`config.mk`:
```
export PLATFORM = sky130hd
export DESIGN_NAME = rom_reader
export DESIGN_NICKNAME = d
export VERILOG_FILES = /design/src/rtl/rom_reader.sv
export SDC_FILE = /design/constraint.sdc
export NUM_CORES = 1
export LEC_CHECK = 0
export CAP_MARGIN = 40
export CORE_MARGIN = 5
export CORE_UTILIZATION = 46
export DETAILED_ROUTE_END_ITERATION = 7
export PLACE_DENSITY = 0.88
export SYNTH_ARGS = -nofsm -noshare
export SYNTH_HDL_FRONTEND = slang
export SYNTH_SLANG_ARGS = --single-unit
```
`constraint.sdc`:
```
create_clock -name clk -period 2.25 [get_ports clk]
set_clock_uncertainty 0.1 [all_clocks]
set_input_delay 0.45 -clock clk [delete_from_list [all_inputs] [get_ports clk]]
set_output_delay 0.45 -clock clk [all_outputs]
set_load 0.01 [all_outputs]
```
`src/rtl/rom_reader.sv`:
```
// Streams a burst of words out of a 1-cycle-latency synchronous ROM onto a
// valid/ready port, one ROM access per word (ADDR -> LATCH -> SEND).
module rom_reader #(
    parameter int WIDTH     = 8,
    parameter int DEPTH     = 16,
    parameter int DEPTH_LOG = $clog2(DEPTH)
) (
    input  logic                 clk,
    input  logic                 reset_n,
    input  logic                 start,
    input  logic [DEPTH_LOG-1:0] start_addr,
    input  logic [DEPTH_LOG:0]   count,
    output logic [DEPTH_LOG-1:0] addr_rd,
    input  logic [WIDTH-1:0]     data_in,
    output logic [WIDTH-1:0]     m_data,
    output logic                 m_valid,
    input  logic                 m_ready,
    output logic                 busy,
    output logic                 done
);

    typedef enum logic [1:0] {
        IDLE,
        ADDR,
        LATCH,
        SEND
    } state_t;

    localparam logic [31:0]          DEPTH_U   = 32'(DEPTH);
    localparam logic [DEPTH_LOG-1:0] LAST_ADDR = DEPTH_LOG'(DEPTH - 1);
    localparam logic [DEPTH_LOG:0]   COUNT_MAX = (DEPTH_LOG + 1)'(DEPTH);

    state_t               state_q, state_d;
    logic [DEPTH_LOG-1:0] addr_q, addr_d;
    logic [DEPTH_LOG:0]   remaining_q, remaining_d;
    logic [WIDTH-1:0]     data_q, data_d;
    logic                 valid_q, valid_d;
    logic                 done_q, done_d;

    logic [31:0]          start_addr_ext;
    logic [31:0]          count_ext;
    logic [DEPTH_LOG-1:0] start_addr_mod;
    logic [DEPTH_LOG:0]   count_clamped;
    logic                 xfer;

    // DEPTH need not be a power of two, so out-of-range addresses fold back explicitly.
    assign start_addr_ext = 32'(start_addr);
    assign count_ext      = 32'(count);
    assign start_addr_mod = DEPTH_LOG'(start_addr_ext % DEPTH_U);
    assign count_clamped  = (count_ext > DEPTH_U) ? COUNT_MAX : count;
    assign xfer           = valid_q && m_ready;

    always_comb begin
        state_d     = state_q;
        addr_d      = addr_q;
        remaining_d = remaining_q;
        data_d      = data_q;
        valid_d     = valid_q;
        done_d      = 1'b0;
        case (state_q)
            IDLE: begin
                if (start && (count != '0)) begin
                    addr_d      = start_addr_mod;
                    remaining_d = count_clamped;
                    state_d     = ADDR;
                end
            end
            ADDR: begin
                state_d = LATCH;
            end
            LATCH: begin
                data_d  = data_in;
                valid_d = 1'b1;
                state_d = SEND;
            end
            SEND: begin
                if (xfer) begin
                    valid_d = 1'b0;
                    if (remaining_q > 1) begin
                        remaining_d = remaining_q - 1'b1;
                        addr_d      = (addr_q == LAST_ADDR) ? '0 : addr_q + 1'b1;
                        state_d     = ADDR;
                    end else begin
                        remaining_d = '0;
                        done_d      = 1'b1;
                        state_d     = IDLE;
                    end
                end
            end
            default: begin
                state_d = IDLE;
            end
        endcase
    end

    always_ff @(posedge clk or negedge reset_n) begin
        if (!reset_n) begin
            state_q     <= IDLE;
            addr_q      <= '0;
            remaining_q <= '0;
            data_q      <= '0;
            valid_q     <= 1'b0;
            done_q      <= 1'b0;
        end else begin
            state_q     <= state_d;
            addr_q      <= addr_d;
            remaining_q <= remaining_d;
            data_q      <= data_d;
            valid_q     <= valid_d;
            done_q      <= done_d;
        end
    end

    assign addr_rd = addr_q;
    assign m_data  = data_q;
    assign m_valid = valid_q;
    assign busy    = (state_q != IDLE);
    assign done    = done_q;

endmodule

```
=== After elaboration in Yosys (flattened, before gate mapping) ===
Index checks and enable logic that the tools add are counted.

* Output and inout port bits: 15
* Bits of input ports: 21
* Bits in read-only memories: 0
* Register bits: 21
* Memory bits (writable): 0
* Latch bits: 0
* Memories kept: 0
* Logic and storage cells: 47

* Add/sub/neg operators: 2
* Reduce and logical (&&, ||, !) cells: 11
* Mux-type cells: 19
* Shift operators: 0
* Divide/modulo/power cells: 0
* Equal/unequal tests: 7
* $lt $le $gt $ge: 2
* Bitwise operators: 0
* $mul: 0

{| class="wikitable"
|+ Operator list
! kind !! number
|-
| 5-bit 2-to-1 mux || 4
|-
| 4-bit 2-to-1 mux || 4
|-
| 5-bit case mux with 2 select lines || 1
|-
| 2-bit case mux with 4 select lines || 1
|-
| 4-bit case mux with 2 select lines || 1
|-
| 2-bit inequality test (second input constant) || 3
|-
| 2-bit nonzero test || 3
|-
| 5-bit by 1-bit greater-than comparator with 1-bit output (second input constant) || 1
|-
| 5-bit greater-than comparator (second input constant) || 1
|-
| 1-bit 2-to-1 mux || 5
|-
| 5-bit nonzero test || 1
|-
| 5-bit by 1-bit subtractor with 5-bit output (second input constant) || 1
|-
| 4-bit by 1-bit adder with 4-bit output (second input constant) || 1
|-
| 2-bit equality test (second input constant) || 2
|-
| 4-bit equality test (second input constant) || 1
|-
| 2-bit 2-to-1 mux || 2
|-
| 2-bit AND reduction || 2
|-
| 4-bit AND reduction || 1
|-
| 3-bit AND reduction || 1
|-
| 2-bit by 1-bit equality test with 1-bit output (second input constant) || 1
|-
| 1-bit logical AND || 2
|-
| 2-bit zero test || 1
|-
| 1-bit case mux with 2 select lines || 1
|}

=== Depth between registers and ports, before layout ===
Gate-level depths: netlist of the first run.

* Depth after elaboration: 5
* Mapped depth: 8
* Gate-level depth less buffers: 7

=== Least setup slack after synthesis of the first run ===
No wires, ideal clock.

* Path kind: reg-to-reg
* From: register state_q[0]
* To: register remaining_q[0]
* Path buffers: 1
* Arrival time: 1.618 ns
* Slack: 0.405 ns
* Library setup time: 0.127 ns
* Data required time: 2.023 ns
* Cell stages (with the launch flop): 9
* Clock period less this slack: 1.845 ns
* Path through: dfrtp_1 inv_1 ha_1 nor2b_1 a211oi_4 o21ai_2 buf_6 a211oi_1 a21oi_1

* Cells in the longest elaborated chain, start to end: 3
* Elaborated cells on any way between the ends: 7
* Those cells by class: eq/ne (3); mux (1); reduce/logical (3)

{| class="wikitable"
|+ RTL lines
! element !! RTL line !! text
|-
| start: declaration || 33 || <nowiki>state_t state_q, state_d;</nowiki>
|-
| start signal: assignment || 105 || <nowiki>state_q <= state_d;</nowiki>
|-
| 2-bit equality test / 2-bit zero test (equally long branches) || 60 || <nowiki>case (state_q)</nowiki>
|-
| 2-bit inequality test (no line) / 2-bit nonzero test (equally long branches) || - ||
|-
| 3-bit AND reduction (no line) || - ||
|-
| end signal: assignment || 107 || <nowiki>remaining_q <= remaining_d;</nowiki>
|-
| end: declaration || 35 || <nowiki>logic [DEPTH_LOG:0] remaining_q, remaining_d;</nowiki>
|}

Several ways; a longest one is shown, not always the timed one.
A chain may end at the register's enable or synchronous reset.

=== Final worst setup path of the first run ===
* From: register state_q[0]
* To: output port busy

* Cells in the longest elaborated chain, start to end: 1

{| class="wikitable"
|+ RTL lines
! element !! RTL line !! text
|-
| 2-bit nonzero test || 117 || <nowiki>assign busy = (state_q != IDLE);</nowiki>
|-
| end: declaration || 18 || <nowiki>output logic busy,</nowiki>
|}

Every way passes these cells.

==> flow_metrics.tcl, run 1 <==
set metrics [dict create \
    status "finished, final reports clean" \
    place_ws_ns -0.01228 \
    slowest_delay_ns 0.47 \
    wl_per_cell_um 15.00 \
    cts_hold_buffers 0 \
    final_common_cell "clkdlybuf4s50_1" \
    synth_ff_type "dfrtp_1" \
    ys_types 33 \
    antenna_found_initial 0 \
    period_needed_ns 2.163 \
    vias 1086 \
    diodes 0 \
    fp.dieH_um 61.34 \
    fin_tns_setup_ns 0 \
    firstDrtPassIters 6 \
    power.density_nw_per_um2 1420 \
    async_reset_ff_share_pct 100.0 \
    clk_latency_ns 0.31 \
    grt_pass1_vias 1092 \
    path_clk_slew_ns 0.11 \
    final_util_pct 66.02 \
    drive_gt1_share_pct 15.34 \
    ioPinCount 36 \
    hold_class "input pin to async pin" \
    start_kind "flop" \
    synth_edf_count 0 \
    avgSynthCellArea_um2 9.938 \
    htreeDepth 1 \
    finalMaxSlewViolations 0 \
    slowest_stage "clkdlybuf4s50_1" \
    max_slew.worst_pin.slew_ns 0.5630 \
    grt_pass1_wl_mm 4.595 \
    path_max_fanout 6 \
    cts_made_buffers 3 \
    r2r_setup_slack_ns 0.24 \
    port_buffers 35 \
    dpl.cell_count 187 \
    yosys_register_bits 21 \
    crit_required_ns 1.70 \
    drc 0 \
    gp_congestion 0.8706 \
    crit_chain "inv_1 -> ha_2 -> inv_1 -> clkdlybuf4s50_1" \
    wl_mm 2.895 \
    clkSinkCount 21 \
    synth_fp_nets 150 \
    crit_path_frequent_cell "inv_1" \
    fin_nets 192 \
    period_share_pct 96.16 \
    finalSetupViolCount 0 \
    p_leak_nw 0.6999 \
    gr-total-overflow 0 \
    grt_use_total_pct 16.51 \
    cts_tree "done" \
    path_buf_inv 3 \
    yosys_warnings 0 \
    first_iter_violations 22 \
    dieArea_um2 3763 \
    grt_max_degree 22 \
    most-common-layout-cells "35 x clkdlybuf4s50_1, 21 x dfrtp_1, 11 x a21oi_1" \
    synth_area_um2 1212 \
    hpwl_mm 2.200 \
    yosysSeqAreaShare_pct 43.34 \
    stdcell_count 193 \
    synthCells 122 \
    rows 18 \
    hold_viol 0 \
    worstSetupPathType "flop to output pin" \
    cp-end-kind "output pin" \
    cts_buffer_depth 2 \
    max_freq_mhz 462.2 \
    core_um2 2500 \
    grt_setup_unrepaired "false" \
    max_cap_violations 0 \
    area_delta_synth_final_pct 36.12 \
    initial_core_util_pct 48.50 \
    via_per_inst 5.627 \
    dieWidth_um 61.34 \
    clock-root-buffer "clkbuf_4" \
    vdd_drop_max_uv 778.8 \
    worstPathArrival_ns 1.61 \
    relSlewSlack_pct 62.06 \
    antenna_left 0 \
    layout_setup_ws_ns 0.08650 \
    cp_top_family "buffers and inverters" \
]
[metal layers]
layer	part of all wire (%)	up-vias	GRT usage, %
li1	-	525	-
met1	38	492	18.92
met2	50	64	29.15
met3	11	5	3.354
met4	1.5	0	8.182
met5	0	-	0
[state kept, by name (all words and copies together) (netlist names)]
register,cells
m_data,8
addr_rd,4
remaining_q,5
m_valid,1
state_q,2
done,1
[final cells by class]
class	instances	area [um^2]
clock buffers	4	26.28
fillers	200	849.6
repair buffers	41	395.4
inverters	9	33.78
flip-flops and latches	21	525.5
well taps	30	37.54
multi-input cells	88	631.9
[final timing paths]
| path | startpoint | endpoint | depth (start not counted) |
|---|---|---|---|
| worst max register to register | state_q[1]$_DFFE_PN0P_ | addr_rd[1]$_DFFE_PN0P_ | 7 |
| worst min register to register | m_data[7]$_DFFE_PN0P_ | m_data[7]$_DFFE_PN0P_ | 1 |
| max in group asynchronous | reset_n | m_valid$_DFFE_PN0P_ | 2 |
| min in group clk | m_data[7]$_DFFE_PN0P_ | m_data[7]$_DFFE_PN0P_ | 1 |
| worst min-delay path | reset_n | m_data[5]$_DFFE_PN0P_ | 2 |
| worst max-delay path | state_q[0]$_DFFE_PN0P_ | busy | 4 |
[report_power, final]
group	switching [mW]	internal (mW)	total (mW)
registers	0.182	0.562	0.743
logic	0.699	0.717	1.42
clock network	0.115	0.0694	0.184
total	0.996	1.35	2.34
[cells by family (layout without fill, tap and decap cells)]
logic type,count (synthesis),after routing,share of synthesized area (%)
and+or+nand+nor,33,33,14.34
muxes,8,8,7.431
buffers and inverters,13,54,4.747
AOI/OAI and AO/OA,40,40,22.91
DFF,21,21,43.34
adders and majority gates,7,7,7.224
[what timing repair did]
item,4_1_cts,5_1_grt
buffers inserted,1,1
hold endpoints to repair,0,0
resized for setup,0,1
endpoints found under the setup margin,1,1
[synth_stat cells, drive strengths merged, types with 3 or more instances]
master	count	area [um^2]
o21ai	12	63.81
nor2b	4	25.02
a211oi	3	35.03
ha	7	87.58
o22ai	6	37.54
mux2	8	90.09
nor2	10	37.54
dfrtp	21	525.5
nand2	7	26.28
a21oi	12	63.81
nor4	4	31.28
inv	9	33.78
[metrics by stage]
step	hold WS, ns	total power [mW]	instance area, um^2
finish	0.3651	2.344	1650
global route	0.3826	2.545	1650
CTS	0.3666	2.329	1640
detailed placement	0.3987	2.123	1607
global placement	0.3878	2.059	1607
floorplan	0.05441	1.630	1212
Note: power is estimated with default switching activity, not from simulation.
==> run 2, diff against run 1 <==
--- a/config.mk
+++ b/config.mk
@@ -10,6 +10,8 @@
 export CORE_UTILIZATION = 46
 export DETAILED_ROUTE_END_ITERATION = 7
 export PLACE_DENSITY = 0.88
+export REMOVE_ABC_BUFFERS = 1
+export SLEW_MARGIN = 20
 export SYNTH_ARGS = -nofsm -noshare
 export SYNTH_HDL_FRONTEND = slang
 export SYNTH_SLANG_ARGS = --single-unit
==> flow_metrics.tcl, run 2 (synthesized netlist as in run 1, its figures left out) <==
set metrics [dict create \
    vdd_drop_max_uv 1061 \
    wl_mm 2.966 \
    relSlewSlack_pct 64.53 \
    final_common_cell "clkdlybuf4s50_1" \
    max_slew.worst_pin.slew_ns 0.5272 \
    crit_path_frequent_cell "inv_1" \
    drc 0 \
    period_needed_ns 2.187 \
    cp_top_family "buffers and inverters" \
    rows 18 \
    firstDrtPassIters 4 \
    period_share_pct 97.18 \
    cts_made_buffers 3 \
    ff_latch_area_um2 525.5 \
    cts_buffer_depth 2 \
    r2r_setup_slack_ns 0.25 \
    grt_use_met2_pct 32.33 \
    fin_nets 189 \
    dieArea_um2 3763 \
    crit_chain "inv_1 -> ha_4 -> inv_1 -> clkdlybuf4s50_1" \
    gr-total-overflow 0 \
    hpwl_mm 2.285 \
    grt_max_degree 22 \
    largest_register_ff_count 8 \
    grt_pass1_wl_mm 4.899 \
    drive_gt1_share_pct 15.00 \
    finalMaxSlewViolations 0 \
    antenna_left 0 \
    first_iter_violations 35 \
    max_freq_mhz 457.3 \
    hold_class "input pin to async pin" \
    grtUsageMet1_pct 19.27 \
    slowest_stage "clkdlybuf4s50_1" \
    path_max_fanout 6 \
    clock-root-buffer "clkbuf_4" \
    cts_hold_buffers 0 \
    finalSetupViolCount 0 \
    finalPower_mw 2.355 \
    htreeDepth 1 \
    path_buf_inv 3 \
    p_leak_nw 0.6852 \
    cts_tree "done" \
    diodes 0 \
    clk_latency_ns 0.32 \
    core_um2 2500 \
    most-common-layout-cells "35 x clkdlybuf4s50_1, 21 x dfrtp_1, 11 x a21oi_1" \
    port_buffers 35 \
    area_delta_synth_final_pct 35.40 \
    vias 1090 \
    via_per_inst 5.737 \
    busiest_layer "met2" \
    status "finished, final reports clean" \
    path_clk_slew_ns 0.14 \
    initial_core_util_pct 48.50 \
    grt_use_total_pct 17.59 \
    worstSetupPathType "flop to output pin" \
    ioPinCount 36 \
    gp_congestion 0.8518 \
    grt_setup_unrepaired "false" \
    antenna_found_initial 0 \
    slowest_delay_ns 0.53 \
    power.density_nw_per_um2 1434 \
    worstPathArrival_ns 1.64 \
    crit_required_ns 1.70 \
    fillerInstances 192 \
    hold_viol 0 \
    dieWidth_um 61.34 \
    wl_per_cell_um 15.61 \
    max_cap_violations 0 \
    clkSinkCount 21 \
    fin_tns_setup_ns 0 \
    start_kind "flop" \
    use_met3_pct 3.774 \
    cp-end-kind "output pin" \
    multi_input_area_um2 641.9 \
    fp.dieH_um 61.34 \
    grt_pass1_vias 1130 \
]
-- run 2: cell count changes in the layout (fill, tap and decap cells not counted), sizes merged --
cell / change
buf: -3
clkbuf: -1
clkinvlp: +1
-- run 2: area by class of cell --
type | count | share of cell area (%)
multi-input cells | 88 | 39.10
well taps | 30 | 2.287
clock buffers | 3 | 1.372
flip-flops and latches | 21 | 32.01
clock inverters | 1 | 0.4573
inverters | 9 | 2.058
repair buffers | 38 | 22.71
-- run 2: worst paths after layout --
| kind | cells past startpoint | end | from |
|---|---|---|---|
| worst max-delay path | 4 | busy | state_q[1]$_DFFE_PN0P_ |
| worst min-delay path | 2 | m_data[4]$_DFFE_PN0P_ | reset_n |
| worst max register to register | 7 | remaining_q[1]$_DFFE_PN0P_ | state_q[1]$_DFFE_PN0P_ |
| worst min register to register | 1 | m_data[2]$_DFFE_PN0P_ | m_data[2]$_DFFE_PN0P_ |
| max in group asynchronous | 2 | addr_rd[1]$_DFFE_PN0P_ | reset_n |
| min in group clk | 1 | m_data[2]$_DFFE_PN0P_ | m_data[2]$_DFFE_PN0P_ |
-- run 2: timing repair --
action,CTS,global route
resized for setup,1,2
setup endpoints to repair,1,1
buffers inserted,0,0
-- run 2: power by group --
part	leakage [nW]	switching, mW	total [mW]	internal [mW]
Combinational	0.422	0.692	1.40	0.709
Clock	0.0139	0.135	0.203	0.0679
Sequential	0.249	0.189	0.751	0.561
-- run 2: metal layers --
metal	up-vias	routed length (um)
met1	538	1217
li1	519	-
met2	27	1546
met4	0	57
met5	-	0
met3	6	146
-- run 2: through the flow --
step                      hold slack [ns]  cell area (um^2)  util (%)  worst slack (ns)  std cells
after detailed placement           0.3951              1599     63.96          -0.04610        186
after global placement             0.3918              1599     63.96           0.03147        186
final                              0.3465              1642     65.67           0.06347        190
after floorplan                   0.05441              1189         -            0.3641        118
after global routing               0.3583              1642     65.67          0.008734        190
after CTS                          0.3673              1632     65.27           0.04070        190
